$ cat config.mk
export PLATFORM = sky130hd
export DESIGN_NAME = serial_add4
export DESIGN_NICKNAME = d
export VERILOG_FILES = /design/src/rtl/addsub_pkg.sv /design/src/rtl/serial_add4_fa1.sv /design/src/rtl/serial_add4.sv
export SDC_FILE = /design/constraint.sdc
export NUM_CORES = 1
export LEC_CHECK = 0
export ABC_AREA = 1
export CAP_MARGIN = 25
export CORE_ASPECT_RATIO = 1.25
export CORE_UTILIZATION = 37
export CTS_CLUSTER_SIZE = 28
export DETAILED_ROUTE_END_ITERATION = 10
export GPL_TIMING_DRIVEN = 0
export PLACE_DENSITY = 0.69
export SLEW_MARGIN = 0
export SYNTH_ARGS = -nofsm -noshare
export SYNTH_HDL_FRONTEND = slang
export SYNTH_SLANG_ARGS = --single-unit
$ cat constraint.sdc
create_clock -name clk -period 1.2 [get_ports clk]
set_clock_uncertainty 0.05 [all_clocks]
set_input_delay 0.24 -clock clk [delete_from_list [all_inputs] [get_ports clk]]
set_output_delay 0.24 -clock clk [all_outputs]
set_load 0.1 [all_outputs]
$ cat src/rtl/addsub_pkg.sv
// Shared definitions for the serial adder: FSM encodings, default width, counter width.
package addsub_pkg;

  localparam int DEF_N = 4;

  // Bit counter only has to reach N-1.
  function automatic int cnt_w(input int n);
    return (n < 2) ? 1 : $clog2(n);
  endfunction

  localparam int CNT_W = cnt_w(DEF_N);

  typedef enum logic [1:0] {
    IDLE = 2'd0,
    RUN  = 2'd1,
    FIN  = 2'd2
  } state_t;

endpackage

$ cat src/rtl/serial_add4_fa1.sv
// 1-bit full adder, one per operand pair in the serial datapath.
module fa1 (
  input  logic a,
  input  logic b,
  input  logic cin,
  output logic s,
  output logic cout
);

  assign s    = a ^ b ^ cin;
  assign cout = (a & b) | (cin & (a ^ b));

endmodule

$ cat src/rtl/serial_add4.sv
// Bit-serial dual adder: latches two operand pairs, adds them LSB-first over
// N cycles, then presents both (N+1)-bit sums with a one-cycle DONE pulse.
// N must be at least 2.
module serial_add4
  import addsub_pkg::*;
#(
  parameter int N = DEF_N
) (
  input  logic         clk,
  input  logic         rst_n,
  input  logic         start,
  input  logic [N-1:0] a,
  input  logic [N-1:0] b,
  input  logic [N-1:0] c,
  input  logic [N-1:0] d,
  output logic [N:0]   s1,
  output logic [N:0]   s2,
  output logic         busy,
  output logic         done
);

  localparam int CW = cnt_w(N);

  state_t         state, state_nx;
  logic [N-1:0]   sa, sb, sc, sd;
  logic [N-1:0]   sum1, sum2;
  logic           cy1, cy2;
  logic [CW-1:0]  cnt;
  logic           fs1, fc1, fs2, fc2;
  logic           last;

  fa1 u_fa_p1 (.a(sa[0]), .b(sb[0]), .cin(cy1), .s(fs1), .cout(fc1));
  fa1 u_fa_p2 (.a(sc[0]), .b(sd[0]), .cin(cy2), .s(fs2), .cout(fc2));

  assign last = (cnt == CW'(N - 1));
  assign busy = (state == RUN);
  assign done = (state == FIN);

  // State register.
  always_ff @(posedge clk or negedge rst_n) begin
    if (!rst_n) state <= IDLE;
    else        state <= state_nx;
  end

  // Next state: START only matters in IDLE; FIN is a single cycle.
  always_comb begin
    state_nx = state;
    case (state)
      IDLE:    if (start) state_nx = RUN;
      RUN:     if (last)  state_nx = FIN;
      FIN:     state_nx = IDLE;
      default: state_nx = IDLE;
    endcase
  end

  // Datapath: latch on accept, shift one bit per RUN cycle, load outputs on the last bit.
  always_ff @(posedge clk or negedge rst_n) begin
    if (!rst_n) begin
      sa   <= '0;
      sb   <= '0;
      sc   <= '0;
      sd   <= '0;
      sum1 <= '0;
      sum2 <= '0;
      cy1  <= 1'b0;
      cy2  <= 1'b0;
      cnt  <= '0;
      s1   <= '0;
      s2   <= '0;
    end else if (state == IDLE && start) begin
      sa  <= a;
      sb  <= b;
      sc  <= c;
      sd  <= d;
      cy1 <= 1'b0;
      cy2 <= 1'b0;
      cnt <= '0;
    end else if (state == RUN) begin
      sa   <= sa >> 1;
      sb   <= sb >> 1;
      sc   <= sc >> 1;
      sd   <= sd >> 1;
      sum1 <= {fs1, sum1[N-1:1]};
      sum2 <= {fs2, sum2[N-1:1]};
      cy1  <= fc1;
      cy2  <= fc2;
      cnt  <= cnt + CW'(1);
      // Outputs take the completed word directly so no partial sum is ever visible.
      if (last) begin
        s1 <= {fc1, fs1, sum1[N-1:1]};
        s2 <= {fc2, fs2, sum2[N-1:1]};
      end
    end
  end

endmodule

; Yosys cells after proc, flatten, opt, wreduce, memory -nomap -nowiden
; Cells that the tools add are included.
[totals]
ff_bits = 40
input_bits = 19
output_inout_bits = 12
wordCells = 52
[op_classes]
add_sub_neg = 1
eq_ne = 5
n_mux = 17
n_bitwise = 11
n_reduce_logical = 6
[ops]
columns = op, count
row1 = two-way mux 4 bit, 8
row2 = two-way mux 2 bit, 4
row3 = bitwise AND 1 bit, 4
row4 = "== test 2 bit, second input constant", 2
row5 = two-way mux 1 bit, 4
row6 = one-hot mux 2 bit (2 select lines), 1
row7 = AND reduction 2 bit, 2
row8 = bitwise XOR 1 bit, 4
row9 = AND reduction 3 bit, 1
row10 = "adder 2 x 1 -> 2 bit, second input constant", 1
row11 = "== test 2 x 1 -> 1 bit, second input constant", 1
row12 = zero test 2 bit, 1
row13 = "inequality test 2 x 1 -> 1 bit, second input constant", 1
row14 = "inequality test 2 bit, second input constant", 1
row15 = bitwise OR 1 bit, 2
row16 = nonzero test 2 bit, 1
row17 = logical AND 1 bit, 1
row18 = inverter 1 bit, 1

; Longest topological paths before layout
[logic_depth]
ltp_word = 5
depth_mapped = 6
depth_no_buf = 6

; By module
; A second synthesis with hierarchy kept.
[unflattened]
cells_unflattened = 180
area_unflattened_um2 = 1661.6
[by_module_without_submodules]
columns = module, instances, cells_per_inst, area_per_inst_um2, seq_area_each_um2
row1 = serial_add4, 1, 178, 1621.6, 950.9
row2 = fa1, 2, 1, 20.0, 0.0

; Worst setup path before layout
; OpenSTA, ideal clock, no wires.
[synth_timing]
kind = register -> output
start = reg state[1]
end = out done
t_arrival_ns = 1.913
required_ns = 0.910
setup_slack_ns = -1.003
path_stages_with_launch = 4
n_path_buf = 1
cell_sequence = dfrtp_1 > inv_2 > buf_6 > nor2_1
[synth_via]
elab_chain_len = 1
[synth_lines]
columns = item, line_no
row1 = from (decl), serial_add4.sv:24  ; state_t state, state_nx;
row2 = from (signal assigned), serial_add4.sv:42  ; else state <= state_nx;
row3 = == test 2 bit, serial_add4.sv:37  ; assign done = (state == FIN);
row4 = to (decl), serial_add4.sv:19  ; output logic done
; No other way between the ends.

; Worst setup path after layout
[layout_timing]
start = reg state[1]
end = out busy
[layout_via]
elab_chain_len = 1
[layout_lines]
columns = item, line_no
row1 = == test 2 x 1 -> 1 bit, serial_add4.sv:36  ; assign busy = (state == RUN);
row2 = to (decl), serial_add4.sv:18  ; output logic busy,
; No other way between the ends.

==> impl_metrics.env <==
export IMPL_slew_violations=0
export IMPL_final_cell_mix="75 x nand2_1, 36 x dfrtp_1, 20 x nand2_2, 20 x buf_4, 19 x nand3_1"
export IMPL_yosys_top_cells_area="dfrtp_1 54%, nand2_1 21%, nand3_1 7.9%, buf_6 2.5%, inv_1 2.3%"
export IMPL_holdWs_ns=0.00425
export IMPL_drt_first_iter_violations=71
export IMPL_place_congestion=0.790
export IMPL_p_total_mw=9.59
export IMPL_cts_buffer_depth=2
export IMPL_cts_clk_slew_worst_paths_ns=0.08
export IMPL_wl_microns=4760
export IMPL_cp_end_kind="primary output"
export IMPL_synth_fa_ha_area_frac=0.0297
export IMPL_fmax_mhz=677
export IMPL_diodes=0
export IMPL_cp_max_fo=2
export IMPL_relSlewSlack=0.422
export IMPL_irDropWorstVdd_v=0.00144
export IMPL_worstPathRequired_ns=0.91
export IMPL_core_area_sq_um=4490
export IMPL_place_area_sq_um=2140
export IMPL_antenna_found_initial=0
export IMPL_layout_min_cycle_time_ns=1.48
export IMPL_tritoncts="built"
export IMPL_violations="setup timing"
export IMPL_drc=0
export IMPL_status="complete, but fails checks"
export IMPL_syn_area_per_cell_sq_um=8.75
export IMPL_die_area_sq_um=5060
export IMPL_fp_row_count=27
export IMPL_grt_max_degree=39
export IMPL_rsz0062_at_grt="yes"
export IMPL_num_io_pins=31
export IMPL_cp_start_kind="flip-flop"
export IMPL_yosys_warnings=0
export IMPL_clkSinkCount=38
export IMPL_track_usage=0.181
export IMPL_criticalPathCategory="flip-flop to primary output"
export IMPL_ff2ff_path_depth=7
export IMPL_multi_input_comb_area_sq_um=892
export IMPL_seq_area_sq_um=953
export IMPL_synth_fp_nets=224
export IMPL_area_growth_pct=69.5
export IMPL_ys_types=20
export IMPL_grt_pass1_wl_microns=7000
export IMPL_final_common_cell="nand2_1"
export IMPL_vias_per_cell=4.82
export IMPL_grt_pass1_vias=1539
export IMPL_fin_util=0.666
export IMPL_tightestPinTransition_ns=0.867
export IMPL_dieWidth_microns=63.8
export IMPL_r2r_slack_ns=-0.26
export IMPL_setup_violations=38
export IMPL_nNetsFinal=295
export IMPL_ys_ff_latch=38
export IMPL_hp_class="input pin to asynchronous set/reset pin"
export IMPL_nFillCells=348
export IMPL_cts_made_buffers=5
export IMPL_drt_pass1_iterations=4
export IMPL_avgRoutedWirePerCell_microns=14.3
export IMPL_antenna_left=0
export IMPL_die_h_microns=79.3
export IMPL_p_per_area_nw_per_um2=3200
export IMPL_htree_levels=2
export IMPL_fin_ws_ns=-0.276
export IMPL_dr_total_vias=1601
export IMPL_dp_hpwl_microns=2210
export IMPL_start_util=0.393
export IMPL_hold_viol_final=0
export IMPL_drive_gt1_frac=0.412
export IMPL_setup_tns_final_ns=-6.25
export IMPL_yosysSeqAreaShare=0.538
export IMPL_fin_area_sq_um=2990
export IMPL_finalCritPeriodShare=1.23
export IMPL_yosysTopAreaCell="dfrtp_1"
export IMPL_worstPathArrival_ns=1.19
export IMPL_synth_xor_area_frac=0
export IMPL_synth_top_family_by_area="simple AND/OR/NAND/NOR gates"
export IMPL_syn_area_sq_um=1770
export IMPL_synth_simple_area_share=0.318
export IMPL_synth_top_area_frac=0.538
export IMPL_maxCapViolCount=0
export IMPL_port_buffers=29
export IMPL_gr_total_overflow=0
export IMPL_synthCells=202
export IMPL_clockRootBuffer="clkbuf_8"
export IMPL_muxShareOfSynthArea=0
export IMPL_synth_compound_area_share=0.0326
export IMPL_clock_latency_ns=0.29
export IMPL_leakage_nw=1.49
## metal layers
layer | part of all wire | vias to the layer above | GRT usage | wire [microns]
met5 | 0 | - | 0 | 0
met4 | 0.016 | 0 | 0.0659 | 74
met3 | 0.033 | 9 | 0.0560 | 157
met2 | 0.56 | 53 | 0.312 | 2680
met1 | 0.39 | 761 | 0.209 | 1850
li1 | - | 778 | - | -
## sequential cells by signal, summed over array words and instances (netlist names)
name,flops
cy1,1
cnt,2
sc,4
sb,4
s2,5
sum2,3
sum1,3
sa,4
sd,4
state,2
cy2,1
s1,5
## worst paths after layout
check,startpoint,end
worst min register to register,sc[3],sc[3]
min in group clk,start,state[0]
worst max register to register,state[0],sc[2]
worst max-delay path,state[1],busy
worst min-delay path,rst_n,s2[0]
max in group asynchronous,rst_n,state[0]
## logic make-up (layout without fill, tap and decap cells)
group,count (synthesis),in the layout
flip-flops,38,38
adder cells (fa/ha/maj),3,3
buffers and inverters,22,92
AND/OR/NAND/NOR,132,134
AO/OA/AOI/OAI,7,7
## metrics by stage
stage / instances / setup WS, ns
2_1_floorplan: 202 / -0.187
3_3_place_gp: 289 / -1.20
3_5_place_dp: 289 / -1.11
4_1_cts: 316 / -0.278
5_1_grt: 332 / -0.330
6_report: 332 / -0.276
## synthesized netlist by cell type
cell / count
inv_2: 1
buf_2: 2
buf_4: 1
inv_1: 11
nor2_8: 1
nand2_1: 98
inv_4: 1
o21ai_2: 3
ha_1: 1
nand2_4: 1
nor2_1: 1
buf_6: 4
o21ai_0: 3
fa_1: 2
nor2_2: 1
nand2_2: 2
buf_8: 2
nand3_1: 28
dfrtp_1: 38
o21ai_4: 1
## critical path, cell delays in order, from the launching register on
cell and delay [ns]:
dfrtp_2 0.43, inv_4 0.09, nand2_8 0.06, inv_6 0.06, buf_12 0.09, buf_12 0.16
## cell type report
type / instances / share of cell area
clock buffers: 6 / 0.0276
clock inverters: 2 / 0.0201
multi-input cells: 144 / 0.298
flip-flops and latches: 38 / 0.318
well taps: 58 / 0.0242
plain buffers: 7 / 0.0276
inverters: 13 / 0.0188
repair buffers: 64 / 0.265
## where the power goes
| group | total (mW) | internal, mW | switching, mW |
|---|---|---|---|
| combinational | 5.87 | 2.67 | 3.20 |
| clock | 1.36 | 0.887 | 0.470 |
| sequential | 2.36 | 1.85 | 0.507 |
## timing repair
| item | in CTS | in global routing |
|---|---|---|
| pin swaps | 2 | 19 |
| gates resized for setup | 115 | 66 |
| setup endpoints to repair | 43 | 44 |
| hold buffers | 0 | 0 |
| cloned | 6 | 0 |
| buffers inserted | 13 | 19 |
| endpoints found under the hold margin | 0 | 0 |
Power figures use the tool's default switching activity.
